$ cat config.mk
export PLATFORM = sky130hd
export DESIGN_NAME = mem_access_ctrl
export DESIGN_NICKNAME = d
export VERILOG_FILES = /design/src/rtl/mem_access_ctrl_pkg.sv /design/src/rtl/mem_access_ctrl_byte_lane_align.sv /design/src/rtl/mem_access_ctrl.sv
export SDC_FILE = /design/constraint.sdc
export NUM_CORES = 1
export LEC_CHECK = 0
export ABC_CLOCK_PERIOD_IN_PS = 2400
export BUFFER_PORTS_ARGS = -buffer_cell sky130_fd_sc_hd__buf_2
export CAP_MARGIN = 20
export CORE_ASPECT_RATIO = 1.1
export CORE_MARGIN = 3
export CORE_UTILIZATION = 40
export CTS_BUF_LIST = sky130_fd_sc_hd__clkbuf_8
export DETAILED_ROUTE_END_ITERATION = 8
export GPL_ROUTABILITY_DRIVEN = 0
export PLACE_DENSITY_LB_ADDON = 0.3
export SLEW_MARGIN = 10
export SYNTH_ARGS = -nofsm -noshare
export SYNTH_HDL_FRONTEND = slang
export SYNTH_HIERARCHICAL = 1
export SYNTH_SLANG_ARGS = --single-unit
$ cat constraint.sdc
create_clock -name i_clk -period 2.4 [get_ports i_clk]
set_input_delay 0.6 -clock i_clk [delete_from_list [all_inputs] [get_ports i_clk]]
set_output_delay 0.6 -clock i_clk [all_outputs]
set_load 0.05 [all_outputs]
$ cat src/rtl/mem_access_ctrl_pkg.sv
// Shared encodings for the MEM-stage access controller: size selectors, FSM states and
// the timeout counter width helper.
package mem_access_ctrl_pkg;

  typedef logic [1:0] sel_t;

  localparam sel_t SEL_WORD = 2'b00;
  localparam sel_t SEL_BYTE = 2'b01;
  localparam sel_t SEL_HALF = 2'b10;

  typedef enum logic [1:0] {
    IDLE   = 2'b00,
    ACCESS = 2'b01,
    RESP   = 2'b10
  } state_e;

  function automatic int unsigned cnt_width(input int unsigned timeout);
    return $clog2(timeout + 1);
  endfunction

endpackage

$ cat src/rtl/mem_access_ctrl_byte_lane_align.sv
// Combinational byte-lane logic: alignment check, byte enables, store-data lane shift and
// load-data extraction with sign/zero extension.
module byte_lane_align
  import mem_access_ctrl_pkg::*;
#(
  parameter int unsigned NBITS = 32
) (
  input  logic [1:0]       off_i,
  input  sel_t             sel_i,
  input  logic [NBITS-1:0] wdata_i,
  output logic             legal_o,
  output logic [3:0]       be_o,
  output logic [NBITS-1:0] wdata_o,
  input  logic [1:0]       rd_off_i,
  input  sel_t             rd_sel_i,
  input  logic             rd_unsigned_i,
  input  logic [NBITS-1:0] rdata_i,
  output logic [NBITS-1:0] rdata_o
);

  logic [NBITS-1:0] rd_shifted;
  logic             ext_bit;

  always_comb begin
    legal_o = 1'b0;
    be_o    = 4'b0000;
    case (sel_i)
      SEL_WORD: begin
        legal_o = (off_i == 2'b00);
        be_o    = 4'b1111;
      end
      SEL_HALF: begin
        legal_o = ~off_i[0];
        be_o    = 4'b0011 << off_i;
      end
      SEL_BYTE: begin
        legal_o = 1'b1;
        be_o    = 4'b0001 << off_i;
      end
      default: begin
        legal_o = 1'b0;
        be_o    = 4'b0000;
      end
    endcase
  end

  assign wdata_o = wdata_i << {off_i, 3'b000};

  assign rd_shifted = rdata_i >> {rd_off_i, 3'b000};

  always_comb begin
    ext_bit = 1'b0;
    rdata_o = rd_shifted;
    case (rd_sel_i)
      SEL_BYTE: begin
        ext_bit = ~rd_unsigned_i & rd_shifted[7];
        rdata_o = {{(NBITS - 8){ext_bit}}, rd_shifted[7:0]};
      end
      SEL_HALF: begin
        ext_bit = ~rd_unsigned_i & rd_shifted[15];
        rdata_o = {{(NBITS - 16){ext_bit}}, rd_shifted[15:0]};
      end
      default: rdata_o = rd_shifted;
    endcase
  end

endmodule

$ cat src/rtl/mem_access_ctrl.sv
// MEM-stage load/store controller: accepts one request, checks alignment, drives a req/ack
// data-memory port with a watchdog, and returns extended load data with a done pulse.
module mem_access_ctrl
  import mem_access_ctrl_pkg::*;
#(
  parameter int unsigned NBITS   = 32,
  parameter int unsigned TNBITS  = 2,
  parameter int unsigned TIMEOUT = 16
) (
  input  logic              i_clk,
  input  logic              i_reset,
  input  logic              i_valid,
  output logic              o_ready,
  input  logic              i_mem_write,
  input  logic              i_mem_read,
  input  logic [NBITS-1:0]  i_addr,
  input  logic [NBITS-1:0]  i_wdata,
  input  logic [TNBITS-1:0] i_selector,
  input  logic              i_unsigned,
  output logic              o_mem_req,
  output logic              o_mem_we,
  output logic [NBITS-1:0]  o_mem_addr,
  output logic [3:0]        o_mem_be,
  output logic [NBITS-1:0]  o_mem_wdata,
  input  logic              i_mem_ack,
  input  logic [NBITS-1:0]  i_mem_rdata,
  output logic              o_done,
  output logic [NBITS-1:0]  o_rdata,
  output logic              o_misaligned,
  output logic              o_bus_error
);

  localparam int unsigned CntW = cnt_width(TIMEOUT);

  state_e           state_q, state_d;
  logic [CntW-1:0]  cnt_q, cnt_d;
  logic [NBITS-1:0] addr_q, addr_d;
  logic [NBITS-1:0] wdata_q, wdata_d;
  logic [NBITS-1:0] rdata_q, rdata_d;
  logic [3:0]       be_q, be_d;
  logic             we_q, we_d;
  sel_t             sel_q, sel_d;
  logic             uns_q, uns_d;
  logic [1:0]       off_q, off_d;
  logic             misaligned_q, misaligned_d;
  logic             bus_error_q, bus_error_d;

  logic             legal;
  logic [3:0]       be_new;
  logic [NBITS-1:0] wdata_new;
  logic [NBITS-1:0] rdata_ext;
  logic             accept;

  byte_lane_align #(
    .NBITS(NBITS)
  ) u_align (
    .off_i        (i_addr[1:0]),
    .sel_i        (i_selector),
    .wdata_i      (i_wdata),
    .legal_o      (legal),
    .be_o         (be_new),
    .wdata_o      (wdata_new),
    .rd_off_i     (off_q),
    .rd_sel_i     (sel_q),
    .rd_unsigned_i(uns_q),
    .rdata_i      (i_mem_rdata),
    .rdata_o      (rdata_ext)
  );

  assign accept = (state_q == IDLE) & i_valid & (i_mem_read | i_mem_write);

  always_comb begin
    state_d      = state_q;
    cnt_d        = cnt_q;
    addr_d       = addr_q;
    wdata_d      = wdata_q;
    rdata_d      = rdata_q;
    be_d         = be_q;
    we_d         = we_q;
    sel_d        = sel_q;
    uns_d        = uns_q;
    off_d        = off_q;
    misaligned_d = 1'b0;
    bus_error_d  = 1'b0;

    unique case (state_q)
      IDLE: begin
        if (accept) begin
          if (legal) begin
            addr_d  = {i_addr[NBITS-1:2], 2'b00};
            wdata_d = wdata_new;
            be_d    = be_new;
            we_d    = i_mem_write;
            sel_d   = i_selector;
            uns_d   = i_unsigned;
            off_d   = i_addr[1:0];
            cnt_d   = '0;
            state_d = ACCESS;
          end else begin
            misaligned_d = 1'b1;
          end
        end
      end
      ACCESS: begin
        if (i_mem_ack) begin
          // Stores leave the previous load result in place.
          if (!we_q) begin
            rdata_d = rdata_ext;
          end
          cnt_d   = '0;
          state_d = RESP;
        end else if (cnt_q == CntW'(TIMEOUT - 1)) begin
          bus_error_d = 1'b1;
          cnt_d       = '0;
          state_d     = IDLE;
        end else begin
          cnt_d = cnt_q + 1'b1;
        end
      end
      RESP: begin
        state_d = IDLE;
      end
      default: state_d = IDLE;
    endcase
  end

  always_ff @(posedge i_clk) begin
    if (i_reset) begin
      state_q      <= IDLE;
      cnt_q        <= '0;
      addr_q       <= '0;
      wdata_q      <= '0;
      rdata_q      <= '0;
      be_q         <= '0;
      we_q         <= 1'b0;
      sel_q        <= SEL_WORD;
      uns_q        <= 1'b0;
      off_q        <= '0;
      misaligned_q <= 1'b0;
      bus_error_q  <= 1'b0;
    end else begin
      state_q      <= state_d;
      cnt_q        <= cnt_d;
      addr_q       <= addr_d;
      wdata_q      <= wdata_d;
      rdata_q      <= rdata_d;
      be_q         <= be_d;
      we_q         <= we_d;
      sel_q        <= sel_d;
      uns_q        <= uns_d;
      off_q        <= off_d;
      misaligned_q <= misaligned_d;
      bus_error_q  <= bus_error_d;
    end
  end

  assign o_ready      = (state_q == IDLE);
  assign o_mem_req    = (state_q == ACCESS);
  assign o_mem_we     = o_mem_req & we_q;
  assign o_mem_be     = o_mem_req ? be_q : 4'b0000;
  assign o_mem_addr   = addr_q;
  assign o_mem_wdata  = wdata_q;
  assign o_done       = (state_q == RESP);
  assign o_rdata      = rdata_q;
  assign o_misaligned = misaligned_q;
  assign o_bus_error  = bus_error_q;

endmodule

# Word level (Yosys, flattened, before mapping)
# Cells that the tools add are included.
[op_classes] n_addsub=1 mul=0 div=0 order_cmp=0 eq_ne=10 shifts=4 mux=16 n_bitwise=12 n_reduce_logical=10
[op_table] op="32-bit case mux with 2 select lines" count=1
[op_table] op="32-bit by 5-bit left shift with 32-bit output" count=1
[op_table] op="32-bit by 5-bit right shift with 32-bit output" count=1
[op_table] op="5-bit two-way mux" count=4
[op_table] op="4-bit case mux with 3 select lines" count=1
[op_table] op="3-bit AND reduction" count=4
[op_table] op="5-bit case mux with 2 select lines" count=1
[op_table] op="2-bit two-way mux" count=4
[op_table] op="2-bit by 1-bit equality test with 1-bit output (second input constant)" count=3
[op_table] op="2-bit equality test (second input constant)" count=3
[op_table] op="2-bit logical NOT" count=3
[op_table] op="1-bit NOT" count=6
[op_table] op="3-bit OR reduction" count=2
[op_table] op="5-bit by 1-bit adder with 5-bit output (second input constant)" count=1
[op_table] op="1-bit AND" count=5
[op_table] op="5-bit by 4-bit equality test with 1-bit output (second input constant)" count=1
[op_table] op="4-bit two-way mux" count=1
[op_table] op="2-bit by 1-bit != test with 1-bit output (second input constant)" count=2
[op_table] op="2-bit case mux with 2 select lines" count=1
[op_table] op="1-bit by 2-bit left shift with 4-bit output (first input constant)" count=1
[op_table] op="2-bit by 2-bit left shift with 4-bit output (first input constant)" count=1
[op_table] op="3-bit by 1-bit != test with 1-bit output (second input constant)" count=1
[op_table] op="1-bit case mux with 3 select lines" count=1
[op_table] op="1-bit two-way mux" count=2
[op_table] op="other kinds (2)" count=2
[word_totals] ff_bits=113 latch_bits=0 ram_bits=0 romBits=0 input_bits=105 n_memories=0

# Logic depth before layout (Yosys ltp)
# Gate-level depths: netlist of run 1.
[depth] depth_word=5 mapped_depth=9

# Cells and area by module
# Netlist of run 1, hierarchy kept.
[by_module_without_submodules] module="mem_access_ctrl" instances=1 cells_per_inst=507 area_each_um2=4879.7 seq_area_each_um2=2262.2
[by_module_without_submodules] module="byte_lane_align" instances=1 cells_per_inst=209 area_each_um2=1411.4 seq_area_each_um2=0.0

# Least setup slack after synthesis of run 1
# No wires, ideal clock.
[synth_timing] path_type="register to output" from="reg state_q[0]" to="out o_mem_be[0]" t_arrival_ps=1546 slack_ps=254 path_stages_with_launch=4 path_cell_list="dfxtp_1 or2b_1 inv_1 and2_1"
[synth_via] elab_chain_len=2
[synth_lines] element="start, declared" line_no="mem_access_ctrl.sv:35" text="state_e state_q, state_d;"
[synth_lines] element="start signal, assigned" line_no="mem_access_ctrl.sv:142" text="state_q <= state_d;"
[synth_lines] element="2-bit by 1-bit equality test with 1-bit output" line_no="mem_access_ctrl.sv:158" text="assign o_mem_req = (state_q == ACCESS);"
[synth_lines] element="named net o_mem_req" line_no="mem_access_ctrl.sv:20" text="output logic o_mem_req,"
[synth_lines] element="4-bit two-way mux" line_no="mem_access_ctrl.sv:160" text="assign o_mem_be = o_mem_req ? be_q : 4'b0000;"
[synth_lines] element="end, declared" line_no="mem_access_ctrl.sv:23" text="output logic [3:0] o_mem_be,"
# The timed path passes the listed nets, and every way through them passes these cells.

# Worst setup path after layout of run 1
[layout_timing] from="reg state_q[1]" to="out o_mem_be[3]"
[layout_via] elab_chain_len=2
[layout_lines] element="2-bit by 1-bit equality test with 1-bit output" line_no="mem_access_ctrl.sv:158"
[layout_lines] element="4-bit two-way mux" line_no="mem_access_ctrl.sv:160"
# No other way between the ends.

==> impl_metrics.json, run 1 <==
{
  "status": "complete, no violations",
  "cp_top_family": "flip-flops",
  "hold_path.class": "input pin to flop",
  "synth_commonest_cells": "151 x nand2b_1, 113 x dfxtp_1, 104 x mux2i_1",
  "via_per_inst": 4.94,
  "end_kind": "output pin",
  "crit_chain": "or2b_1, inv_2, and2_1, buf_4",
  "dieArea_mm2": 0.0173,
  "synth-seq-cells": 113,
  "critPathMaxFanout": 8,
  "drt_iter0_drc": 423,
  "p_leak_nw": 3.34,
  "finalHoldViolations": 0,
  "syn_avg_cell_area_um2": 8.79,
  "dieWidth_um": 126,
  "worstSetupPathType": "flop to output pin",
  "finalMaxSlewViolations": 0,
  "antenna_found_initial": 1,
  "post_cts_buffers": 0,
  "overflow": 0,
  "cts-root-buf": "clkbuf_8",
  "synth-simple-area-share_pct": 27.1,
  "yosysTopAreaCell": "dfxtp_1",
  "min_period_ns": 2.31,
  "synth_edf_count": 0,
  "rsz0062_at_grt": "no",
  "netlist_area_mm2": 0.00629,
  "synthCells": 716,
  "dr.pass1.iters": 5,
  "cts_max_level": 4,
  "cts_tree": "done",
  "layout-drive-gt1-share_pct": 29.6,
  "grt_pass1_vias": 5215,
  "ios": 211,
  "finalClockSkew_ns": 0.00754,
  "cap_violations": 0,
  "max_freq_ghz": 0.434,
  "seq_area_mm2": 0.00226,
  "num-fill-cells": 1490,
  "ys_seq_area_share_pct": 36.0,
  "core-area_mm2": 0.0152,
  "path_clk_slew_ns": 0.07,
  "synth_xor_area_share_pct": 0,
  "clk_latency_ns": 0.44,
  "postRouteAntennaNets": 0,
  "die_y_um": 138,
  "synth_compound_area_share_pct": 11.7,
  "area_growth_pct": 25.4,
  "yosys.area.top_type_share_pct": 36.0,
  "critical_path.max_stage_delay_ns": 0.57,
  "via_count": 5505,
  "routed_wl_um": 16100,
  "track_usage_pct": 18.6,
  "final_util_pct": 51.8,
  "synth.area.top_cells": "dfxtp_1 36%, mux2i_1 17%, nand2b_1 15%, nand2_1 5.0%, a21oi_1 4.5%",
  "ir_drop_mv": 0.306,
  "drc_errors": 0,
  "synth_flop_cell": "dfxtp_1",
  "startpoint_type": "flop",
  "rows": 47,
  "required_ns": 1.80,
  "diodes": 0,
  "fin_crit_sh_pct": 96.1,
  "multi_input_area_mm2": 0.00361,
  "numPortBuffers": 208,
  "yosysMostFrequentCell": "nand2b_1",
  "grt_pass1_wl_um": 26200,
  "final_nets": 1018,
  "synthAdderAreaFrac_pct": 1.39,
  "power.density_mw_per_mm2": 591,
  "critical_path_buf_inv_count": 2,
  "tns_ns": 0,
  "critPathSlowestCell": "dfxtp_1",
  "post-dp-hpwl_um": 11800,
  "cts.sinks": 113,
  "synth.mux.area_fraction_pct": 16.9,
  "grt_start_max_net_pins": 96,
  "start_util_pct": 41.3,
  "synth_cell_types": 45,
  "clk_path_buf_depth": 2,
  "synth_top_family_by_area": "simple AND/OR/NAND/NOR gates",
  "ys_async_sr_fraction_pct": 0,
  "worstMarginPinSlew_ns": 0.699,
  "ys_warn_count": 6,
  "max-slew-margin-rel_pct": 53.3,
  "wl_per_cell_um": 14.5,
  "setup_violations": 0,
  "worstPathArrival_ns": 1.71,
  "cts_buffers": 17
}
==> path summary, 6_finish.rpt <==
check                          startpoint                    endpoint  slack [ns]  depth (start not counted)
setup reg to reg    sel_q[0]$_SDFFE_PP0P_    o_rdata[20]$_SDFFE_PP0P_        0.43                          7
hold / removal                  i_addr[9]  o_mem_addr[9]$_SDFFE_PP0P_        0.41                          3
hold reg to reg     cnt_q[4]$_SDFFE_PP0P_       cnt_q[4]$_SDFFE_PP0P_        0.45                          2
setup / recovery  state_q[1]$_SDFFE_PP0P_                 o_mem_be[3]        0.09                          4
==> kinds of logic (layout without fill, tap and decap cells) <==
group           count (synthesis)  after routing
other cells                     1              2
simple gates                  302            302
fa+ha+maj                       7              7
buf+inv                        68            270
compound gates                120            120
flops                         113            113
mux                           105            105
==> repair_timing <==
action / CTS / global route
resized for setup: 6 / 1
hold buffers: 0 / 0
endpoints found under the setup margin: 5 / 5
==> metal layers <==
metal | vias up | share of wire [%] | global-route usage [%]
met4 | 2 | 1.4 | 5.78
met5 | - | 0.043 | 0
met3 | 24 | 7.9 | 6.71
met1 | 2491 | 45 | 24.1
met2 | 190 | 45 | 29.2
li1 | 2798 | - | -
==> cells in the final DEF (no fill, tap or decap), drive strengths merged, types with 2 or more instances in the layout <==
cell type,count
a21oi,56
nand3b,2
inv,9
o211ai,9
dfxtp,113
clkinvlp,3
clkinv,4
nand2,84
nor3b,3
o221ai,9
or2b,2
ha,7
buf,231
o21ai,19
a211oi,15
a2bb2oi,7
conb,2
mux2i,104
nand3,5
bufinv,3
nand2b,151
nor4b,2
nor2,14
and2,13
nor2b,19
clkbuf,20
==> stage by stage <==
step                setup WS [ns]  hold WS, ns  total power [W]  std cells  cell area [um2]
finish                     0.0937        0.412          0.00467       1115             7890
global route              0.00194        0.390          0.00488       1115             7890
CTS                       0.00700        0.381          0.00472       1115             7890
detailed placement         0.0178        0.437          0.00283       1083             7460
floorplan                   0.254        0.421          0.00259        717             6290
global placement           0.0841        0.437          0.00283       1083             7460
==> report_power, final <==
part	internal (W)	switching [W]	total (W)
Clock	0.00109	0.000780	0.00187
Combinational	0.000333	0.000502	0.000835
Sequential	0.00193	0.0000319	0.00196
==> worst register-to-register path, delay by kind of cell, from the launching register on <==
kind	cells	cell delay, ns
and+or+nand+nor	3	0.65
buffers and inverters	1	0.07
AOI/OAI and AO/OA	2	0.46
adders and majority gates	1	0.34
DFF	1	0.39
==> flip-flops by register name, indices dropped and copies added (netlist names), 2 cells and up <==
name,count
be_q,4
cnt_q,5
o_mem_addr,30
o_mem_wdata,32
o_rdata,32
off_q,2
sel_q,2
state_q,2
==> layout make-up <==
type	instances	share of cell area, %
Tap cell	196	3.11
Clock inverter	12	1.78
Inverter	7	0.333
Multi-Input combinational cell	536	45.8
Clock buffer	20	3.49
Timing Repair Buffer	231	16.8
Sequential cell	113	28.7
Power figures use the tool's default switching activity.
==> inputs of run 2 (changes only) <==
- PLACE_DENSITY: unset -> 0.66
- PLACE_DENSITY_LB_ADDON: 0.3 -> unset
==> impl_metrics.json, run 2 (synthesized netlist as in run 1, its figures left out) <==
{
  "status": "complete, no violations",
  "p_leak_nw": 3.33,
  "startpoint": "state_q[1]$_SDFFE_PP0P_",
  "start_util_pct": 41.3,
  "dieWidth_um": 126,
  "worstPathArrival_ns": 1.63,
  "critical_path.endpoint": "o_mem_be[3]",
  "via_per_inst": 4.95,
  "rrSetupSlack_ns": 0.48,
  "layout-drive-gt1-share_pct": 29.8,
  "cts-root-buf": "clkbuf_8",
  "die_y_um": 138,
  "clk_path_buf_depth": 2,
  "area_growth_pct": 25.7,
  "max_freq_ghz": 0.448,
  "postRouteAntennaNets": 0,
  "hold_path.class": "input pin to flop",
  "worstRegToRegCells": 7,
  "overflow": 0,
  "diodes": 0,
  "track_usage_pct": 18.3,
  "cts_tree": "done",
  "required_ns": 1.80,
  "path_clk_slew_ns": 0.07,
  "wl_per_cell_um": 14.4,
  "routed_wl_um": 16000,
  "antenna_found_initial": 3,
  "final_common_cell": "buf_2",
  "max-slew-margin-rel_pct": 59.5,
  "drt_iter0_drc": 240,
  "post-dp-hpwl_um": 11600,
  "cts_max_level": 4,
  "cts.sinks": 113,
  "cap_violations": 0,
  "end_kind": "output pin",
  "ir_drop_mv": 0.315,
  "critPathMaxFanout": 8,
  "power.density_mw_per_mm2": 611,
  "startpoint_type": "flop",
  "setup_violations": 0,
  "dieArea_mm2": 0.0173,
  "cts_buffers": 17,
  "fin_crit_sh_pct": 92.9,
  "post_cts_buffers": 0,
  "grt_pass1_wl_um": 25500,
  "final_nets": 1018,
  "min_period_ns": 2.23,
  "worstSetupPathType": "flop to output pin",
  "finalHoldViolations": 0,
  "clk_latency_ns": 0.45,
  "rr_endpoint": "o_rdata[26]$_SDFFE_PP0P_",
  "finalClockSkew_ns": 0.0110,
  "worstMarginPinSlew_ns": 0.608,
  "grt_start_max_net_pins": 82,
  "holdPathStages": 3,
  "dr.pass1.iters": 6,
  "r2r-start": "sel_q[0]$_SDFFE_PP0P_",
  "rsz0062_at_grt": "no",
  "rows": 47,
  "numPortBuffers": 208,
  "via_count": 5514,
  "drc_errors": 0,
  "ios": 211,
  "core-area_mm2": 0.0152,
  "grt_pass1_vias": 5082,
  "finalMaxSlewViolations": 0,
  "tns_ns": 0,
  "hold_slack_ns": 0.402,
  "final_cell_mix": "202 x buf_2, 151 x nand2b_1, 112 x dfxtp_1"
}
[run 2: cell types whose count changed in the layout (fill, tap and decap cells not counted), sizes merged]
| cell | previous run | this run |
|---|---|---|
| inv | 9 | 8 |
| clkinv | 4 | 2 |
| clkinvlp | 3 | 5 |
| bufinv | 3 | 4 |
[run 2: layout make-up]
cell class | count | area (um2)
clock buffers | 20 | 275
clock inverters | 12 | 180
fillers | 1489 | 7320
inverters | 7 | 26.3
multi-input cells | 536 | 3610
flip-flops and latches | 113 | 2260
well taps | 196 | 245
repair buffers | 231 | 1300
[run 2: timing repair]
action,CTS,global route
endpoints found under the setup margin,5,6
hold endpoints to repair,0,0
cloned,0,0
gates resized for setup,5,2
hold buffers,0,0
[run 2: metrics by stage]
stage	power [W]	util, %	instances	area, um2	setup WS, ns
6_report	0.00483	51.9	1115	7910	0.170
5_1_grt	0.00505	51.9	1115	7910	0.0499
4_1_cts	0.00489	51.9	1115	7910	0.00344
3_5_place_dp	0.00282	48.8	1083	7440	0.0146
3_3_place_gp	0.00282	48.8	1083	7440	0.0817
2_1_floorplan	0.00259	-	717	6290	0.254
[run 2: critical path, stage by stage (launching register included)]
cell	delay, ns
dfxtp_2	0.39
or2b_1	0.30
inv_2	0.12
and2_1	0.17
buf_4	0.21
[run 2: how the worst min path moves through the flow]
stage                               start                          end  slack, ns
finish                         i_addr[13]  o_mem_addr[13]$_SDFFE_PP0P_       0.40
global route                   i_addr[14]  o_mem_addr[14]$_SDFFE_PP0P_       0.38
CTS                            i_addr[13]  o_mem_addr[13]$_SDFFE_PP0P_       0.36
detailed placement  cnt_q[4]$_SDFFE_PP0P_        cnt_q[4]$_SDFFE_PP0P_       0.44
global placement    cnt_q[4]$_SDFFE_PP0P_        cnt_q[4]$_SDFFE_PP0P_       0.43
floorplan           cnt_q[4]$_SDFFE_PP0P_        cnt_q[4]$_SDFFE_PP0P_       0.42
[run 2: power breakdown]
part / internal (W) / switching, W / total (W)
Sequential: 0.00193 / 0.0000295 / 0.00196
Clock: 0.00122 / 0.000835 / 0.00205
Combinational: 0.000327 / 0.000498 / 0.000825
[run 2: routing by layer]
| metal | vias up | wire [um] | GRT usage, % |
|---|---|---|---|
| met5 | - | 41 | 0 |
| met4 | 6 | 226 | 6.99 |
| met3 | 19 | 1310 | 6.75 |
| met2 | 188 | 7180 | 27.9 |
| met1 | 2507 | 7280 | 23.6 |
| li1 | 2794 | - | - |
==> inputs of run 3 (changes only) <==
- ABC_AREA: unset -> 1
- CTS_BUF_LIST: sky130_fd_sc_hd__clkbuf_8 -> unset
- SETUP_SLACK_MARGIN: unset -> 0.5
==> impl_metrics.json, run 3 <==
{
  "status": "complete, no violations",
  "netlist_area_mm2": 0.00626,
  "area_growth_pct": 31.7,
  "holdPathStages": 2,
  "synthAdderAreaFrac_pct": 1.40,
  "dieWidth_um": 125,
  "via_count": 6868,
  "dieArea_mm2": 0.0172,
  "power_frac_clock_pct": 44.9,
  "end_kind": "output pin",
  "cts-root-buf": "clkbuf_16",
  "worstMarginPinSlew_ns": 0.580,
  "num-fill-cells": 1594,
  "required_ns": 1.80,
  "ys_async_sr_fraction_pct": 0,
  "routed_wl_um": 19700,
  "synth_compound_area_share_pct": 7.64,
  "min_period_ns": 1.86,
  "finalMaxSlewViolations": 0,
  "cts.sinks": 113,
  "yosysTopAreaCell": "dfxtp_1",
  "max-slew-margin-rel_pct": 61.3,
  "ys_warn_count": 6,
  "power.internal_w": 0.00401,
  "cts_buffers": 17,
  "hold_end": "cnt_q[0]$_SDFFE_PP0P_",
  "setup_violations": 0,
  "seq_power_share_pct": 34.1,
  "synth.mux.area_fraction_pct": 0,
  "final_area_mm2": 0.00824,
  "switching_power_w": 0.00192,
  "clk_latency_ns": 0.42,
  "cap_violations": 0,
  "grt_start_max_net_pins": 74,
  "path_clk_slew_ns": 0.06,
  "ys_seq_area_share_pct": 36.1,
  "ir_drop_mv": 0.483,
  "clk_path_buf_depth": 2,
  "wl_per_cell_um": 14.3,
  "rsz0062_at_grt": "yes",
  "postRouteAntennaNets": 0,
  "final_nets": 1279,
  "tns_ns": 0,
  "hold_start": "i_reset",
  "ios": 211,
  "layout-drive-gt1-share_pct": 25.8,
  "synth-simple-area-share_pct": 41.6,
  "startpoint_type": "flop",
  "fin_ws_ns": 0.536,
  "power.density_mw_per_mm2": 719,
  "critPathMaxFanout": 6,
  "synth_flop_cell": "dfxtp_1",
  "hold_path.class": "input pin to flop",
  "r2r-start": "sel_q[0]$_SDFFE_PP0P_",
  "core-area_mm2": 0.0152,
  "yosysMostFrequentCell": "nor2_1",
  "overflow": 0,
  "rr_endpoint": "o_rdata[29]$_SDFFE_PP0P_",
  "worstPathArrival_ns": 1.26,
  "synth_xor_area_share_pct": 0,
  "rrSetupSlack_ns": 0.62,
  "finalClockSkew_ns": 0.00806,
  "die_y_um": 137,
  "synth_top_family_by_area": "simple AND/OR/NAND/NOR gates",
  "pwr-share-comb_pct": 21.0,
  "antenna_found_initial": 0,
  "final_common_cell": "nor2_1",
  "dr.pass1.iters": 5,
  "track_usage_pct": 21.5,
  "post_dp_cell_area_mm2": 0.00737,
  "drc_errors": 0,
  "synth-seq-cells": 113,
  "synthCells": 985,
  "power_w": 0.00592,
  "cts_tree": "done",
  "netSwitchingFraction_pct": 32.4,
  "hold_buffers": 0,
  "synth_cell_types": 30,
  "yosys.area.top_type_share_pct": 36.1,
  "via_per_inst": 4.99,
  "start_util_pct": 41.3,
  "drt_iter0_drc": 620,
  "synth_commonest_cells": "244 x nor2_1, 198 x nand2_1, 113 x dfxtp_1",
  "post-dp-hpwl_um": 12900,
  "worstRegToRegCells": 9,
  "worstSetupPathType": "flop to output pin",
  "synth_edf_count": 0,
  "syn_avg_cell_area_um2": 6.36,
  "finalHoldViolations": 0,
  "max_freq_ghz": 0.536,
  "p_leak_nw": 4.21,
  "grt_pass1_wl_um": 30200,
  "fin_crit_sh_pct": 77.7,
  "final_cell_mix": "233 x nor2_1, 202 x buf_2, 196 x nand2_1",
  "numPortBuffers": 208,
  "grt_pass1_vias": 6214,
  "synth.area.top_cells": "dfxtp_1 36%, nor2_1 15%, nand2_1 12%, nand4_1 7.5%, inv_1 6.3%",
  "rows": 47,
  "cts_max_level": 4,
  "dp_slack_ns": 0.106
}
run 3: what timing repair did:
action,CTS,global route
gates resized for setup,18,18
pin swaps,1,5
cloned,0,5
endpoints found under the setup margin,23,90
buffers inserted,1,1
run 3: cells by family (layout without fill, tap and decap cells):
| logic type | Yosys count | count (layout) |
|---|---|---|
| AO/OA/AOI/OAI | 91 | 91 |
| adder cells (fa/ha/maj) | 7 | 7 |
| buffers and inverters | 180 | 372 |
| flip-flops | 113 | 113 |
| other | 1 | 3 |
| AND/OR/NAND/NOR | 593 | 595 |
run 3: worst max-delay path by stage:
stage,startpoint,to,slack [ns]
3_5_place_dp,i_selector[1],uns_q$_SDFFE_PP0P_,0.11
6_report,state_q[1]$_SDFFE_PP0P_,o_mem_be[3],0.54
4_1_cts,state_q[1]$_SDFFE_PP0P_,o_mem_be[3],0.47
5_1_grt,i_selector[1],o_mem_addr[27]$_SDFFE_PP0P_,0.47
2_1_floorplan,i_addr[1],o_mem_addr[10]$_SDFFE_PP0P_,0.35
3_3_place_gp,i_selector[1],uns_q$_SDFFE_PP0P_,0.13
run 3: area by class of cell:
cell class | instances | area [um2] | area share, %
Clock buffer | 17 | 425 | 5.16
Inverter | 112 | 425 | 5.16
Antenna cell | 1 | 2.50 | 0.0304
Timing Repair Buffer | 228 | 1380 | 16.7
Multi-Input combinational cell | 695 | 3300 | 40.1
Sequential cell | 113 | 2270 | 27.5
Clock inverter | 15 | 196 | 2.38
Tap cell | 196 | 245 | 2.98
run 3: worst max-delay path, stage by stage, from the launching register on:
cell and delay (ns):
dfxtp_4 0.38, inv_4 0.08, nand2_8 0.08, nor2_4 0.15, buf_8 0.16
run 3: per-stage QoR:
step / hold slack [ns] / cells / util, %
final: 0.446 / 1377 / 54.3
after global routing: 0.441 / 1376 / 54.3
after CTS: 0.422 / 1370 / 53.1
after detailed placement: 0.451 / 1337 / 48.6
after global placement: 0.444 / 1337 / 48.6
after floorplan: 0.435 / 986 / -
run 3: per-layer routing:
layer | track usage (%) | part of all wire (%)
met4 | 7.29 | 1.5
met1 | 26.8 | 42
met3 | 6.28 | 8.0
met5 | 0 | 0
met2 | 35.9 | 49
run 3: power by group through the flow:
stage | Sequential, W | Clock [W] | Combinational, W
global placement | 0.00206 | 0 | 0.00119
floorplan | 0.00233 | 0 | 0.000592
finish | 0.00202 | 0.00266 | 0.00124
detailed placement | 0.00206 | 0 | 0.00119
CTS | 0.00202 | 0.00271 | 0.00120
global route | 0.00203 | 0.00280 | 0.00136
